===== src/rtl/pipeline_ctrl_if.sv =====
// Hazard/handshake bundle between the pipeline datapath and its stall/flush sequencer.
// master = sequencer side (pipeline_ctrl), slave = datapath side.
interface pipeline_ctrl_if;
    logic       ex_memread;
    logic [4:0] ex_rd;
    logic [4:0] id_rs1;
    logic [4:0] id_rs2;
    logic       id_uses_rs2;
    logic       ex_branch_taken;
    logic       if_ready;
    logic       mem_req;
    logic       mem_ready;

    logic       pc_en;
    logic       if_id_en;
    logic       id_ex_en;
    logic       ex_mem_en;
    logic       mem_wb_en;
    logic       if_id_flush;
    logic       id_bubble;

    modport master (
        input  ex_memread, ex_rd, id_rs1, id_rs2, id_uses_rs2,
               ex_branch_taken, if_ready, mem_req, mem_ready,
        output pc_en, if_id_en, id_ex_en, ex_mem_en, mem_wb_en,
               if_id_flush, id_bubble
    );

    modport slave (
        output ex_memread, ex_rd, id_rs1, id_rs2, id_uses_rs2,
               ex_branch_taken, if_ready, mem_req, mem_ready,
        input  pc_en, if_id_en, id_ex_en, ex_mem_en, mem_wb_en,
               if_id_flush, id_bubble
    );
endinterface


===== src/rtl/pipeline_ctrl.sv =====
// Stall/flush sequencer for the 5-stage pipeline: stage enables, IF/ID flush, ID/EX bubble,
// data-memory wait tracking with timeout, debug halt/step and a saturating stall counter.
module pipeline_ctrl #(
    parameter int TIMEOUT = 255,
    parameter int TMR_W   = 8,
    parameter int CNT_W   = 16
) (
    input  logic             clk,
    input  logic             reset,
    pipeline_ctrl_if.master  pif,
    input  logic             halt_req,
    input  logic             step,
    output logic             halt_ack,
    output logic             mem_timeout,
    output logic [CNT_W-1:0] stall_count
);

    localparam logic [1:0] ST_RUN      = 2'd0;
    localparam logic [1:0] ST_MEM_WAIT = 2'd1;
    localparam logic [1:0] ST_HALTED   = 2'd2;
    localparam logic [1:0] ST_ERROR    = 2'd3;

    logic [1:0]       state_q, state_d;
    logic [TMR_W-1:0] timer_q, timer_d;
    logic             mem_timeout_q, mem_timeout_d;
    logic [CNT_W-1:0] stall_count_q, stall_count_d;

    logic mem_stall;
    logic load_use;
    logic run_like;
    logic go;
    logic pc_en_raw, if_id_en_raw, id_ex_en_raw, ex_mem_en_raw, mem_wb_en_raw;
    logic if_id_flush_raw, id_bubble_raw;

    assign mem_stall = pif.mem_req & ~pif.mem_ready;
    assign load_use  = pif.ex_memread & (pif.ex_rd != 5'd0) &
                       ((pif.ex_rd == pif.id_rs1) |
                        (pif.id_uses_rs2 & (pif.ex_rd == pif.id_rs2)));
    assign run_like  = (state_q == ST_RUN) | (state_q == ST_MEM_WAIT);
    // A step while halt_req is already dropping is not honoured: that cycle only returns to RUN.
    assign go        = ~mem_stall & (run_like | ((state_q == ST_HALTED) & step & halt_req));

    // NOTE: every signal assigned in an always_comb gets a default first so no latch is inferred.
    always_comb begin
        pc_en_raw       = 1'b0;
        if_id_en_raw    = 1'b0;
        id_ex_en_raw    = 1'b0;
        ex_mem_en_raw   = 1'b0;
        mem_wb_en_raw   = 1'b0;
        if_id_flush_raw = 1'b0;
        id_bubble_raw   = 1'b0;
        if (go) begin
            {pc_en_raw, if_id_en_raw, id_ex_en_raw, ex_mem_en_raw, mem_wb_en_raw} = 5'b11111;
            if (pif.ex_branch_taken) begin
                if_id_flush_raw = 1'b1;
                id_bubble_raw   = 1'b1;
            end else if (load_use) begin
                pc_en_raw     = 1'b0;
                if_id_en_raw  = 1'b0;
                id_bubble_raw = 1'b1;
            end else if (!pif.if_ready) begin
                pc_en_raw       = 1'b0;
                if_id_flush_raw = 1'b1;
            end
        end
    end

    always_comb begin
        state_d       = state_q;
        timer_d       = timer_q;
        mem_timeout_d = mem_timeout_q;
        unique case (state_q)
            ST_RUN: begin
                if (mem_stall) begin
                    state_d = ST_MEM_WAIT;
                    timer_d = TMR_W'(1);
                end else if (halt_req) begin
                    state_d = ST_HALTED;
                end
            end
            ST_MEM_WAIT: begin
                if (pif.mem_ready) begin
                    state_d = halt_req ? ST_HALTED : ST_RUN;
                end else if (timer_q == TMR_W'(TIMEOUT)) begin
                    state_d       = ST_ERROR;
                    mem_timeout_d = 1'b1;
                end else begin
                    timer_d = timer_q + TMR_W'(1);
                end
            end
            ST_HALTED: begin
                if (!halt_req) begin
                    state_d = ST_RUN;
                end else if (step && mem_stall) begin
                    state_d = ST_MEM_WAIT;
                    timer_d = TMR_W'(1);
                end
            end
            default: state_d = ST_ERROR;
        endcase
    end

    // Stalled cycles: RUN/MEM_WAIT cycles that freeze, or advance without moving the PC.
    always_comb begin
        stall_count_d = stall_count_q;
        if (run_like && (!go || !pc_en_raw) && (stall_count_q != {CNT_W{1'b1}}))
            stall_count_d = stall_count_q + CNT_W'(1);
    end

    // NOTE: state flops use non-blocking assignments so every flop samples pre-edge values.
    always_ff @(posedge clk or posedge reset) begin
        if (reset) begin
            state_q       <= ST_RUN;
            timer_q       <= '0;
            mem_timeout_q <= 1'b0;
            stall_count_q <= '0;
        end else begin
            state_q       <= state_d;
            timer_q       <= timer_d;
            mem_timeout_q <= mem_timeout_d;
            stall_count_q <= stall_count_d;
        end
    end

    // NOTE: reset also gates the combinational outputs, since state already reads RUN during reset.
    assign pif.pc_en       = pc_en_raw       & ~reset;
    assign pif.if_id_en    = if_id_en_raw    & ~reset;
    assign pif.id_ex_en    = id_ex_en_raw    & ~reset;
    assign pif.ex_mem_en   = ex_mem_en_raw   & ~reset;
    assign pif.mem_wb_en   = mem_wb_en_raw   & ~reset;
    assign pif.if_id_flush = if_id_flush_raw & ~reset;
    assign pif.id_bubble   = id_bubble_raw   & ~reset;
    assign halt_ack        = (state_q == ST_HALTED) & ~reset;
    assign mem_timeout     = mem_timeout_q;
    assign stall_count     = stall_count_q;

endmodule


===== src/flat_wrapper.sv =====
// flat-port wrapper written by rule: the top's interface ports become plain ports
module pipeline_ctrl_flat 
#(
    parameter int TIMEOUT = 255,
    parameter int TMR_W   = 8,
    parameter int CNT_W   = 16
)
  (clk, reset, halt_req, step, halt_ack, mem_timeout, stall_count, pif_ex_memread, pif_ex_rd, pif_id_rs1, pif_id_rs2, pif_id_uses_rs2, pif_ex_branch_taken, pif_if_ready, pif_mem_req, pif_mem_ready, pif_pc_en, pif_if_id_en, pif_id_ex_en, pif_ex_mem_en, pif_mem_wb_en, pif_if_id_flush, pif_id_bubble);
  pipeline_ctrl_if pif_i ();
  input  logic clk;
  input  logic reset;
  input  logic halt_req;
  input  logic step;
  output logic halt_ack;
  output logic mem_timeout;
  output logic [CNT_W-1:0] stall_count;
  input wire logic [$bits(pif_i.ex_memread)-1:0] pif_ex_memread;
  input wire logic [$bits(pif_i.ex_rd)-1:0] pif_ex_rd;
  input wire logic [$bits(pif_i.id_rs1)-1:0] pif_id_rs1;
  input wire logic [$bits(pif_i.id_rs2)-1:0] pif_id_rs2;
  input wire logic [$bits(pif_i.id_uses_rs2)-1:0] pif_id_uses_rs2;
  input wire logic [$bits(pif_i.ex_branch_taken)-1:0] pif_ex_branch_taken;
  input wire logic [$bits(pif_i.if_ready)-1:0] pif_if_ready;
  input wire logic [$bits(pif_i.mem_req)-1:0] pif_mem_req;
  input wire logic [$bits(pif_i.mem_ready)-1:0] pif_mem_ready;
  output wire logic [$bits(pif_i.pc_en)-1:0] pif_pc_en;
  output wire logic [$bits(pif_i.if_id_en)-1:0] pif_if_id_en;
  output wire logic [$bits(pif_i.id_ex_en)-1:0] pif_id_ex_en;
  output wire logic [$bits(pif_i.ex_mem_en)-1:0] pif_ex_mem_en;
  output wire logic [$bits(pif_i.mem_wb_en)-1:0] pif_mem_wb_en;
  output wire logic [$bits(pif_i.if_id_flush)-1:0] pif_if_id_flush;
  output wire logic [$bits(pif_i.id_bubble)-1:0] pif_id_bubble;
  assign pif_i.ex_memread = pif_ex_memread;
  assign pif_i.ex_rd = pif_ex_rd;
  assign pif_i.id_rs1 = pif_id_rs1;
  assign pif_i.id_rs2 = pif_id_rs2;
  assign pif_i.id_uses_rs2 = pif_id_uses_rs2;
  assign pif_i.ex_branch_taken = pif_ex_branch_taken;
  assign pif_i.if_ready = pif_if_ready;
  assign pif_i.mem_req = pif_mem_req;
  assign pif_i.mem_ready = pif_mem_ready;
  assign pif_pc_en = pif_i.pc_en;
  assign pif_if_id_en = pif_i.if_id_en;
  assign pif_id_ex_en = pif_i.id_ex_en;
  assign pif_ex_mem_en = pif_i.ex_mem_en;
  assign pif_mem_wb_en = pif_i.mem_wb_en;
  assign pif_if_id_flush = pif_i.if_id_flush;
  assign pif_id_bubble = pif_i.id_bubble;
  pipeline_ctrl #(.TIMEOUT(TIMEOUT), .TMR_W(TMR_W), .CNT_W(CNT_W)) u_core (.clk(clk), .reset(reset), .pif(pif_i), .halt_req(halt_req), .step(step), .halt_ack(halt_ack), .mem_timeout(mem_timeout), .stall_count(stall_count));
endmodule

===== config.mk =====
export PLATFORM = sky130hd
export DESIGN_NAME = pipeline_ctrl_flat
export DESIGN_NICKNAME = d
export VERILOG_FILES = /design/src/rtl/pipeline_ctrl_if.sv /design/src/rtl/pipeline_ctrl.sv /design/src/flat_wrapper.sv
export SDC_FILE = /design/constraint.sdc
export NUM_CORES = 1
export LEC_CHECK = 0
export BUFFER_PORTS_ARGS = -buffer_cell sky130_fd_sc_hd__buf_2
export CAP_MARGIN = 20
export CORE_AREA = 2 2 58 60
export CTS_CLUSTER_DIAMETER = 40
export DETAILED_ROUTE_END_ITERATION = 10
export DIE_AREA = 0 0 60 62
export GPL_ROUTABILITY_DRIVEN = 1
export PLACE_DENSITY = 0.81
export SYNTH_ARGS = -nofsm -noshare
export SYNTH_HDL_FRONTEND = slang
export SYNTH_SLANG_ARGS = --single-unit

===== constraint.sdc =====
create_clock -name clk -period 6.4 [get_ports clk]
set_clock_uncertainty 0.2 [all_clocks]
set_input_delay 0.64 -clock clk [delete_from_list [all_inputs] [get_ports clk]]
set_output_delay 0.64 -clock clk [all_outputs]
set_load 0.02 [all_outputs]

==> summary.md <==
| Metric | Value |
|---|---|
| Relative slew slack | `slightly below 60%` |
| Setup TNS | `0 ns` |
| Internal power | `0.000279 W` |
| Vias in the first global route | `1172` |
| Via density | `5.22` |
| Placed Area | `1870 sq um` |
| Fin. max-slew vios | `0` |
| Yosys warns | `0` |
| Number of CTS-inserted buffers | `3` |
| R2R setup slack | `3.91 ns` |
| Synth Area in Compound Gates | `14.4%` |
| VDD IR max | `about 0.093 mV` |
| Slowest-stage cell, CP | `dlygate4sd3_1` |
| Clk root buf | `clkbuf_4` |
| Clock slew at reported path FFs | `0.14 ns` |
| Final Cycle Share | `a little under half` |
| CTS Buffer Depth | `2` |
| Largest family of logic cells by synthesized area | `simple AND/OR/NAND/NOR gates` |
| Row cnt | `21` |
| Psw | `approximately 0.00018 W` |
| Layout cells sized above 1 | `~25%` |
| WL/cell | `11.8 um` |
| DRT Pass-1 Iters | `4` |
| Drt total wl | `approximately 3.3 mm` |
| Xor and xnor fraction of the mapped netlist area | `13.7%` |
| Top post-synthesis cells by count | `dfrtp_1, nor2_1, nand2_1` |
| Post-synth EDFFs | `0` |
| Max-Cap Viols | `0` |
| Worst Max-Slew Pin Slew | `0.607 ns` |
| Antenna Violating Nets Remaining | `0` |
| Largest net degree at the start of global routing | `28` |
| CP max FO | `7` |
| Crit path required time | `approximately 5.6 ns` |
| Top Ports | `50` |
| Tmin final | `3.01 ns` |
| Core area | `3180 sq um` |
| Initial DRC Count | `40` |
| Cell chain of the critical path | `dlygate4sd3_1, buf_2, nor3_1, nor2b_1, buf_2` |
| Die width | `60 um` |
| Clk_lat worst skew | `0.34 ns` |
| HPWL Detailed | `roughly 2.5 mm` |
| Status | `complete, no violations` |
| Hold WS | `roughly 0.28 ns` |
| Yosys top cell by area | `dfrtp_1` |
| Min-Delay Path Class | `register to register` |
| Routability cong. | `0.782` |
| Die height | `62 um` |
| Htree depth | `1` |
| Remaining DRCs | `0` |
| Initial Utilization | `between 50% and 60%` |
| RSZ-0062 raised after global routing | `false` |
| Avg Cell Area, Syn | `8.86 sq um` |
| Vias post-DR | `1446` |
| Mux cell area share after synthesis | `less than 1%` |
| Clock network power share | `about 17%` |
| # diodes | `0` |
| Top post-synthesis cells by area | `dfrtp_1, xnor2_1, xor2_1, o21ai_1, nor2_1` |
| Crit end category | `output pin` |
| Worst setup SP type | `input pin` |
| Synth async-reset ratio | `100%` |
| Die Footprint | `3720 sq um` |
| Initial antenna violation count | `0` |
| Syn_nets | `around 210` |
| Achievable Freq | `around 330 MHz` |
| Global-route wire length before repair | `5.05 mm` |
| Clock Sinks | `27` |
| Power density over cell area | `around 240 nW/um^2` |
| Synthesized cell area | `1590 sq um` |
| WS Path Type | `input pin to output pin` |
| Leakage | `0.980 nW` |
| Final nets | `259` |
| Worst path most repeated cell | `buf_2` |
| Simple-gate portion of the synthesized area | `a little under a quarter` |
| Post_cts resized | `0` |
| Switching Share | `39.4%` |
| # setup viols final | `0` |
| Final hold vios | `0` |
| Top FF cell, synth | `dfrtp_1` |
| Slowest stage delay, CP | `0.53 ns` |
| Overall Global Routing Usage | `17.9%` |
| Final cell count without fillers | `~280` |
| TritonCTS clock tree | `built` |
| DP Cell Count | `271` |
| Cell variety after synth | `31` |
| Final-layout fill cell count | `280` |
| Mapped Cells | `180` |
| Area Growth Syn to Fin | `21.2%` |
| Most frequent cell after synthesis | `dfrtp_1` |
| Worst Path Arrival | `2.17 ns` |
| Design Area, Final | `1930 sq um` |
| Sequential share of power | `between 50% and 60%` |
| Gr ovfl total | `0` |
| Combinational Power Share | `33.1%` |
| #FFs+latches synth | `27` |
| Post-Synth Adder-Cell Area | `1.57%` |
| Register area share after synthesis | `42.4%` |
| Tot Pwr | `approximately 0.00046 W` |
| I/O Buffers | `49` |
| Synth top area share | `42.4%` |
-- path summary, 6_finish.rpt --
kind	start	cells past startpoint	endpoint
worst max-delay path	reset	5	pif_pc_en
worst min-delay path	u_core.mem_timeout	1	u_core.mem_timeout
worst max register to register	u_core.stall_count[0]	6	u_core.stall_count[1]
worst min register to register	u_core.mem_timeout	1	u_core.mem_timeout
max in group asynchronous	reset	4	u_core.stall_count[11]
min in group asynchronous	reset	3	u_core.timer_q[0]
-- cell usage in the layout, fill, tap and decap left out, drive strengths merged, types with 4 or more instances in the layout --
master	instances
xnor2	14
nand2	16
a21oi	8
o21ai	18
inv	7
dfrtp	27
nor2	19
xor2	11
nand3	14
nor3	10
nand4	4
and3	5
nor2b	4
buf	50
-- flip-flops by register name, indices dropped and copies added (netlist names) --
register	count
u_core.mem_timeout	1
u_core.stall_count	16
u_core.state_q	2
u_core.timer_q	8
-- layout make-up --
type                            count  area, sq um  area share [%]
Multi-Input combinational cell    142          862            44.6
Sequential cell                    27          676            35.0
Timing Repair Buffer               51          283            14.6
Tap cell                           46         57.6            2.98
Inverter                            7         26.3            1.36
Clock buffer                        3         22.5            1.17
Clock inverter                      1         5.00           0.259
-- layer usage --
layer | part of all wire, % | wire length [um] | GRT usage, % | up-vias
li1 | - | - | - | 727
met1 | 45 | 1490 | 25.0 | 667
met2 | 49 | 1600 | 28.6 | 49
met3 | 4.4 | 143 | 1.24 | 3
met4 | 1.3 | 43 | 8.57 | 0
met5 | 0 | 0 | 0 | -
-- cell families (layout without fill, tap and decap cells) --
| logic type | after synthesis | count (layout) |
|---|---|---|
| and+or+nand+nor | 76 | 76 |
| AOI/OAI and AO/OA | 38 | 38 |
| DFF | 27 | 27 |
| xor gates and xnor gates | 25 | 25 |
| buffers and inverters | 11 | 62 |
| adders and majority gates | 2 | 2 |
| muxes | 1 | 1 |
-- stage by stage --
| step | worst slack (ns) | utilization (%) |
|---|---|---|
| 3_5_place_dp | 3.56 | 58.7 |
| 6_report | 3.39 | 60.8 |
| 2_1_floorplan | 3.59 | - |
| 4_1_cts | 3.55 | 59.6 |
| 5_1_grt | 3.26 | 60.8 |
| 3_3_place_gp | 3.59 | 58.7 |
-- worst max-delay path, delay by kind of cell --
family | cells | cell delay, ns
buf+inv | 3 | 0.83
simple gates | 2 | 0.70
-- power groups by stage --
stage / logic, W / registers, W / clock network, W
3_5_place_dp: 0.000150 / 0.000233 / 0
5_1_grt: 0.000173 / 0.000236 / 0.0000831
2_1_floorplan: 0.0000869 / 0.000248 / 0
3_3_place_gp: 0.000147 / 0.000233 / 0
6_report: 0.000153 / 0.000230 / 0.0000775
4_1_cts: 0.000151 / 0.000230 / 0.0000780
-- repair_timing --
item	4_1_cts	5_1_grt
hold buffers	0	1
endpoints found under the setup margin	0	0
setup buffers	0	0
hold endpoints to repair	0	1
No activity file was read; power rests on OpenSTA's default activity.
